**src/rtl/cache_pkg.sv**
```systemverilog
// Shared types and helpers for the cache refill/writeback path.
// Constants here describe the default geometry (64-byte line, 32-bit beats).
package cache_pkg;

  localparam int LINE_SIZE_BITS = 64 * 8;
  localparam int BEATS          = LINE_SIZE_BITS / 32;
  localparam int BEAT_BYTES     = 32 / 8;

  typedef enum logic [1:0] {
    IDLE = 2'd0,
    WB   = 2'd1,
    FILL = 2'd2,
    RESP = 2'd3
  } fill_state_e;

  // Clear the line-offset field of a byte address (up to 64 bits wide).
  function automatic logic [63:0] line_align(input logic [63:0] addr, input int off_bits);
    return addr & ~((64'd1 << off_bits) - 64'd1);
  endfunction

endpackage

```
**src/rtl/line_beat_assembler.sv**
```systemverilog
// Collects narrow data words into a wide line register, lowest word first.
// A collect counter selects the destination word and stops counting via the caller's enable.
module line_beat_assembler #(
  parameter int WORD_W = 32,
  parameter int WORDS  = 16,
  parameter int CNT_W  = $clog2(WORDS) + 1
) (
  input  logic                      clk,
  input  logic                      rst,
  input  logic                      clear,
  input  logic                      wr_en,
  input  logic [WORD_W-1:0]         wdata,
  output logic [WORDS*WORD_W-1:0]   line,
  output logic [CNT_W-1:0]          cnt,
  output logic                      last
);

  localparam int IDX_W = $clog2(WORDS);

  logic [WORDS-1:0][WORD_W-1:0] words_q;

  assign line = words_q;
  assign last = wr_en && (cnt == CNT_W'(WORDS - 1));

  always_ff @(posedge clk) begin
    if (rst) begin
      words_q <= '0;
      cnt     <= '0;
    end else if (clear) begin
      cnt <= '0;
    end else if (wr_en) begin
      words_q[cnt[IDX_W-1:0]] <= wdata;
      cnt                     <= cnt + CNT_W'(1);
    end
  end

endmodule

```
**src/rtl/cache_line_fill_ctrl.sv**
```systemverilog
// Miss engine between the set-associative cache and a narrow memory bus:
// optional dirty-victim writeback, then a pipelined line fill returned with a one-cycle pulse.
module cache_line_fill_ctrl
  import cache_pkg::*;
#(
  parameter int LINE_SIZE_BYTES = 64,
  parameter int ADDRESS_WIDTH   = 32,
  parameter int OFFSET_BITS     = 6,
  parameter int MEM_DATA_WIDTH  = 32
) (
  input  logic                         clk,
  input  logic                         rst,
  input  logic                         i_miss_req,
  input  logic [ADDRESS_WIDTH-1:0]     i_miss_addr,
  input  logic                         i_evict,
  input  logic [ADDRESS_WIDTH-1:0]     i_evict_addr,
  input  logic [LINE_SIZE_BYTES*8-1:0] i_evict_data,
  output logic [LINE_SIZE_BYTES*8-1:0] o_memory_line,
  output logic                         o_memory_response,
  output logic                         o_busy,
  output logic                         o_mem_req,
  output logic                         o_mem_we,
  output logic [ADDRESS_WIDTH-1:0]     o_mem_addr,
  output logic [MEM_DATA_WIDTH-1:0]    o_mem_wdata,
  input  logic                         i_mem_ready,
  input  logic                         i_mem_rvalid,
  input  logic [MEM_DATA_WIDTH-1:0]    i_mem_rdata
);

  localparam int LINE_W  = LINE_SIZE_BYTES * 8;
  localparam int N_BEATS = LINE_W / MEM_DATA_WIDTH;
  localparam int BEAT_B  = MEM_DATA_WIDTH / 8;
  localparam int CNT_W   = $clog2(N_BEATS) + 1;
  localparam int IDX_W   = $clog2(N_BEATS);

  localparam logic [CNT_W-1:0] LAST_BEAT = CNT_W'(N_BEATS - 1);
  localparam logic [CNT_W-1:0] ALL_BEATS = CNT_W'(N_BEATS);

  fill_state_e state_q, state_d;

  logic [ADDRESS_WIDTH-1:0]                    base_q;
  logic [ADDRESS_WIDTH-1:0]                    victim_addr_q;
  logic [N_BEATS-1:0][MEM_DATA_WIDTH-1:0]      victim_q;
  logic [CNT_W-1:0]                            wcnt_q;
  logic [CNT_W-1:0]                            icnt_q;
  logic [CNT_W-1:0]                            ccnt;
  logic                                        capture;
  logic                                        hs;
  logic                                        col_en;
  logic                                        col_last;

  function automatic logic [ADDRESS_WIDTH-1:0] align(input logic [ADDRESS_WIDTH-1:0] a);
    return ADDRESS_WIDTH'(line_align(64'(a), OFFSET_BITS));
  endfunction

  function automatic logic [ADDRESS_WIDTH-1:0] beat_offset(input logic [CNT_W-1:0] n);
    return ADDRESS_WIDTH'(n) * ADDRESS_WIDTH'(BEAT_B);
  endfunction

  assign capture = (state_q == IDLE) && i_miss_req;
  assign hs      = o_mem_req && i_mem_ready;
  // Late or stray read data is dropped once the line is complete or outside a fill.
  assign col_en  = (state_q == FILL) && i_mem_rvalid && (ccnt < ALL_BEATS);

  always_ff @(posedge clk) begin
    if (rst) begin
      state_q       <= IDLE;
      base_q        <= '0;
      victim_addr_q <= '0;
      victim_q      <= '0;
      wcnt_q        <= '0;
      icnt_q        <= '0;
    end else begin
      state_q <= state_d;
      if (capture) begin
        base_q <= align(i_miss_addr);
        wcnt_q <= '0;
        icnt_q <= '0;
        if (i_evict) begin
          victim_addr_q <= align(i_evict_addr);
          victim_q      <= i_evict_data;
        end
      end
      if ((state_q == WB) && hs) begin
        wcnt_q <= wcnt_q + CNT_W'(1);
      end
      if ((state_q == FILL) && hs) begin
        icnt_q <= icnt_q + CNT_W'(1);
      end
    end
  end

  always_comb begin
    state_d           = state_q;
    o_mem_req         = 1'b0;
    o_mem_we          = 1'b0;
    o_mem_addr        = '0;
    o_mem_wdata       = '0;
    o_memory_response = 1'b0;
    o_busy            = (state_q != IDLE);
    unique case (state_q)
      IDLE: begin
        if (i_miss_req) begin
          state_d = i_evict ? WB : FILL;
        end
      end
      WB: begin
        o_mem_req   = 1'b1;
        o_mem_we    = 1'b1;
        o_mem_addr  = victim_addr_q + beat_offset(wcnt_q);
        o_mem_wdata = victim_q[wcnt_q[IDX_W-1:0]];
        if (i_mem_ready && (wcnt_q == LAST_BEAT)) begin
          state_d = FILL;
        end
      end
      FILL: begin
        // Issue runs ahead of collection; reads stay outstanding without limit.
        if (icnt_q < ALL_BEATS) begin
          o_mem_req  = 1'b1;
          o_mem_addr = base_q + beat_offset(icnt_q);
        end
        if (col_last) begin
          state_d = RESP;
        end
      end
      RESP: begin
        o_memory_response = 1'b1;
        state_d           = IDLE;
      end
      default: state_d = IDLE;
    endcase
  end

  line_beat_assembler #(
    .WORD_W (MEM_DATA_WIDTH),
    .WORDS  (N_BEATS),
    .CNT_W  (CNT_W)
  ) u_assembler (
    .clk   (clk),
    .rst   (rst),
    .clear (capture),
    .wr_en (col_en),
    .wdata (i_mem_rdata),
    .line  (o_memory_line),
    .cnt   (ccnt),
    .last  (col_last)
  );

endmodule

```
**config.mk**
```make
export PLATFORM = sky130hd
export DESIGN_NAME = cache_line_fill_ctrl
export DESIGN_NICKNAME = d
export VERILOG_FILES = /design/src/rtl/cache_pkg.sv /design/src/rtl/line_beat_assembler.sv /design/src/rtl/cache_line_fill_ctrl.sv
export SDC_FILE = /design/constraint.sdc
export NUM_CORES = 2
export LEC_CHECK = 0
export CORE_AREA = 5 5 458 460
export DETAILED_ROUTE_END_ITERATION = 10
export DIE_AREA = 0 0 463 465
export PLACE_DENSITY = 0.51
export SYNTH_ARGS = -nofsm -noshare
export SYNTH_HDL_FRONTEND = slang
export SYNTH_HIERARCHICAL = 1
export SYNTH_SLANG_ARGS = --single-unit
```
**constraint.sdc**
```tcl
create_clock -name clk -period 7.1 [get_ports clk]
set_clock_uncertainty 0.2 [all_clocks]
set_input_delay 1.42 -clock clk [delete_from_list [all_inputs] [get_ports clk]]
set_output_delay 1.42 -clock clk [all_outputs]
set_load 0.02 [all_outputs]
```
# Yosys cells after proc, flatten, opt, wreduce, memory -nomap -nowiden
# Cells that the tools add are included.
# op_classes
add_sub_neg,5
order_cmp,5
eq_ne,8
n_mux,20
n_bitwise,1
n_reduce_logical,17
# op_table
cell,n
bitwise mux 512 bit,1
binary-select mux 32 bit (select 4 bit),1
demux 32 bit (select 4 bit),1
two-way mux 32 bit,4
adder 32 x 7 -> 32 bit,2
case mux 32 bit (2 select lines),1
"adder 5 x 1 -> 5 bit, second input constant",3
two-way mux 5 bit,3
"equality test 5 x 4 -> 1 bit, second input constant",2
"< comparator 4 x 5 -> 1 bit, second input constant",2
"< comparator 5 bit, second input constant",2
logical AND 1 bit,9
two-way mux 2 bit,4
case mux 2 bit (4 select lines),1
nonzero test 2 bit,3
"equality test 2 bit, second input constant",2
">= comparator 4 x 1 -> 1 bit, second input constant",1
"!= test 2 bit, second input constant",2
AND reduction 2 bit,2
two-way mux 1 bit,3
AND reduction 3 bit,1
"equality test 2 x 1 -> 1 bit, second input constant",1
zero test 2 bit,1
"!= test 2 x 1 -> 1 bit, second input constant",1
other kinds (3),3
# word_totals
ff_bits,1093
inputBits,614
out_inout_bits,580
elab_cells,94

# Depth between registers and ports, before layout
# logic_depth
depth_word,6
mapped_depth,12
ltp_nobuf,9

# Hierarchy
# Netlist, hierarchy kept.
# by_module_without_submodules
module,instances,cells_per_inst,area_each_um2,seq_area_each_um2
cache_line_fill_ctrl,1,3032,24918.9,11531.1
line_beat_assembler,1,1798,20178.1,10349.9

# Worst setup path before layout
# Ideal clock, no wire load.
# synth_timing
path_type,register to output
from,register wcnt_q[4]
to,output port o_mem_addr[24]
arrival_ps,2041
t_required_ps,5480
slack_ps,3439
path_stages_with_launch,8
n_path_buf,1
path_cell_list,dfxtp_1 ha_1 ha_1 nand3_1 or4_4 buf_6 or4_1 o211ai_1
# synth_via
elab_chain_cells,2
# synth_rtl
element,line,rtl
"start, declared",cache_line_fill_ctrl.sv:44,logic [CNT_W-1:0] wcnt_q;
"start signal, assigned",cache_line_fill_ctrl.sv:85,wcnt_q <= wcnt_q + CNT_W'(1);
adder 32 x 7 -> 32 bit,cache_line_fill_ctrl.sv:110,o_mem_addr = victim_addr_q + beat_offset(wcnt_q);
case mux 32 bit (2 select lines),cache_line_fill_ctrl.sv:101,unique case (state_q)
"end, declared",cache_line_fill_ctrl.sv:23,"output logic [ADDRESS_WIDTH-1:0] o_mem_addr,"
# No other way between the ends.

# Final worst setup path
# layout_timing
from,register state_q[0]
to,output port o_mem_addr[26]
# layout_via
elab_chain_cells,2
elab_cells_between_ends,3
classes_between,eq/ne: 2; mux: 1
# layout_rtl
element,line,rtl
"start, declared",cache_line_fill_ctrl.sv:39,"fill_state_e state_q, state_d;"
"start signal, assigned",cache_line_fill_ctrl.sv:74,state_q <= state_d;
equality test 2 bit / equality test 2 x 1 -> 1 bit (equally long branches),cache_line_fill_ctrl.sv:101,
case mux 32 bit (2 select lines) *,cache_line_fill_ctrl.sv:101,
# Mark *: on every way between the ends. The rest lies on a longest branch, timed or not.

==> flow_metrics.env <==
export IMPL_drive_above_1_share_pct=7.31
export IMPL_peakVddDrop_mv=0.224
export IMPL_wire_per_inst_um=25.7
export IMPL_row_count=167
export IMPL_ios=1194
export IMPL_grt_pass1_wl_um=306000
export IMPL_fill_cells=21600
export IMPL_antenna_found_initial=73
export IMPL_p_per_area_nw_per_um2=258
export IMPL_tightestPinTransition_ns=1.27
export IMPL_ys_seq_area_share_pct=48.5
export IMPL_dieArea_um2=215000
export IMPL_yosys_warnings=6
export IMPL_synthArstFlopShare_pct=0
export IMPL_synth_edff_count=0
export IMPL_cts_setup_buffers=0
export IMPL_dr_pass1_iters=6
export IMPL_syn2layout_area_growth_pct=41.0
export IMPL_vias=39100
export IMPL_synth_most_common_cell="nand2_1"
export IMPL_synth_top_area_cell="dfxtp_1"
export IMPL_critPathCaptureType="output pin"
export IMPL_drtIter0Drc=3196
export IMPL_synthCells=4830
export IMPL_syn_avg_cell_area_um2=9.34
export IMPL_yosysTopAreaCellShare_pct=48.5
export IMPL_die_w_um=463
export IMPL_numClockSinks=1093
export IMPL_r2r_start="state_q[0]$_SDFFE_PP0P_"
export IMPL_multi_input_area_um2=21200
export IMPL_place_area_um2=59100
export IMPL_netlist_top_cells_area="dfxtp_1, mux2i_1, nand2_1"
export IMPL_root_buffer="clkbuf_16"
export IMPL_hold_viol_final=0
export IMPL_grt_use_total_pct=19.6
export IMPL_fin_area_um2=63600
export IMPL_seq_area_um2=21900
export IMPL_path_clk_slew_ns=0.06
export IMPL_clk_latency_ns=0.77
export IMPL_worstHoldPathCells=2
export IMPL_htreeDepth=4
export IMPL_ys_dominant_reg_cell="dfxtp_1"
export IMPL_ant_nets=0
export IMPL_path_max_fanout=19
export IMPL_grt_pass1_vias=38900
export IMPL_hold_class="flip-flop to flip-flop"
export IMPL_timing_fmax_mhz=175
export IMPL_required_ns=5.48
export IMPL_drv_slew=0
export IMPL_die_y_um=465
export IMPL_ys_types=60
export IMPL_min_period_ns=5.73
export IMPL_cap_violations=0
export IMPL_start_util_pct=21.9
export IMPL_finalWirelength_um=221000
export IMPL_cp_arrival_ns=4.11
export IMPL_maxSlewHeadroom_pct=15.5
export IMPL_holdPathEnd="victim_q[219]$_SDFFE_PP0P_"
export IMPL_cts_tree="yes"
export IMPL_worstHoldStart="victim_q[219]$_SDFFE_PP0P_"
export IMPL_path_class="flip-flop to output pin"
export IMPL_synth_common_cells="nand2_1, dfxtp_1, a21oi_1"
export IMPL_setup_tns_ns=0
export IMPL_synth_area_um2=45100
export IMPL_leakagePower_nw=24.4
export IMPL_rsz0062_at_grt="no"
export IMPL_vias_per_cell=4.53
export IMPL_portBuffers=1179
export IMPL_period_share_pct=80.7
export IMPL_core_area_um2=206000
export IMPL_r2r_setup_slack_ns=3.37
export IMPL_numCtsBuffers=132
export IMPL_overflow=0
export IMPL_hpwl_um=165000
export IMPL_reg2reg_to="u_assembler/line[4]$_SDFFE_PP0P_"
export IMPL_outcome="completed"
export IMPL_finalPower_mw=16.4
export IMPL_synth_seq_cells=1093
export IMPL_route_detailed_drc=0
export IMPL_worstRegToRegCells=8
export IMPL_grt_max_degree=205
export IMPL_cts_resized=0
export IMPL_place_gp_congestion=0.905
export IMPL_holdBufCountCts=0
export IMPL_finalSetupViolCount=0
export IMPL_crit_path_start_kind="flip-flop"
export IMPL_nets=6414
export IMPL_clockBufferDepth=3
[critical path, cell delays in order, from the launching register on]
cell and delay, ns:
dfxtp_1 0.40, inv_1 0.11, ha_1 0.77, nand2_1 0.53
or4_1 0.63, o211ai_1 0.20, clkdlybuf4s50_1 0.69
[layout make-up]
cell class	count	share of cell area, %
Inverter	12	0.0708
Multi-Input combinational cell	3291	33.4
Clock buffer	197	6.15
Tap cell	2704	5.32
Sequential cell	1093	34.4
Timing Repair Buffer	1255	19.8
Antenna cell	41	0.161
Clock inverter	33	0.699
[layer usage]
metal	up-vias	track usage, %	routed length [µm]	share of wire (%)
met4	22	8.52	9620	4.3
met1	19100	22.3	85800	39
li1	18100	-	-	-
met3	342	6.54	18600	8.4
met2	1497	33.7	107000	48
met5	-	0	128	0.058
[per-stage QoR]
stage               setup slack [ns]  cells  hold slack, ns  util, %
detailed placement              1.92   8355           0.243     28.8
global route                    1.14   8611           0.267     30.9
finish                          1.37   8626           0.250     30.9
CTS                             1.35   8585           0.251     30.9
floorplan                       3.44   4831           0.232        -
global placement                2.03   8355           0.239     28.8
[power breakdown]
group          total, mW  leakage, nW  switching, mW  internal [mW]
sequential          6.75         8.86          0.247           6.51
combinational       2.80         13.4           1.70           1.10
clock               6.87         2.14           2.89           3.98
[flip-flops by register name, indices dropped and copies added, names as in the netlist]
name / cells
victim_addr_q: 26
state_q: 2
u_assembler/cnt: 5
victim_q: 512
icnt_q: 5
base_q: 26
u_assembler/line: 512
wcnt_q: 5
[cell usage in the layout (no fill, tap or decap), drive strengths merged, types with 3 or more instances in the layout]
| master | count |
|---|---|
| o211ai | 15 |
| mux2i | 563 |
| o21a | 5 |
| nor3 | 27 |
| and4 | 6 |
| clkbuf | 197 |
| diode | 41 |
| inv | 20 |
| nor2b | 37 |
| a21boi | 3 |
| nand3 | 26 |
| xnor2 | 7 |
| dfxtp | 1093 |
| mux4 | 116 |
| xor2 | 5 |
| nor2 | 22 |
| ha | 15 |
| buf | 77 |
| o31ai | 8 |
| and2 | 6 |
| a211oi | 19 |
| clkinv | 20 |
| a221o | 13 |
| nand2 | 1182 |
| o21ai | 14 |
| a22oi | 16 |
| and3 | 4 |
| or4 | 8 |
| clkdlybuf4s50 | 1178 |
| a21oi | 577 |
| o22ai | 20 |
| nand2b | 547 |
| nand4 | 8 |
| bufinv | 4 |
| o311a | 5 |
[worst max-delay path by stage]
stage / start / end
2_1_floorplan: wcnt_q[4]$_SDFFE_PP0P_ / o_mem_addr[24]
3_3_place_gp: i_mem_rvalid / u_assembler/line[5]$_SDFFE_PP0P_
3_5_place_dp: i_mem_rvalid / u_assembler/line[6]$_SDFFE_PP0P_
4_1_cts: state_q[0]$_SDFFE_PP0P_ / o_mem_addr[26]
5_1_grt: state_q[0]$_SDFFE_PP0P_ / o_mem_addr[26]
6_report: state_q[0]$_SDFFE_PP0P_ / o_mem_addr[26]
[cell families (layout without fill, tap and decap cells)]
kind of cell / Yosys count / in the layout / synth area share (%)
DFF: 1093 / 1093 / 48.5
adders and majority gates: 15 / 15 / 0.416
xor gates and xnor gates: 12 / 12 / 0.233
other: 1 / 43 / 0.00832
buffers and inverters: 447 / 1497 / 4.49
muxes: 679 / 679 / 18.3
AOI/OAI and AO/OA: 701 / 701 / 8.44
and+or+nand+nor: 1882 / 1882 / 19.6
Note: power is estimated with default switching activity, not from simulation.
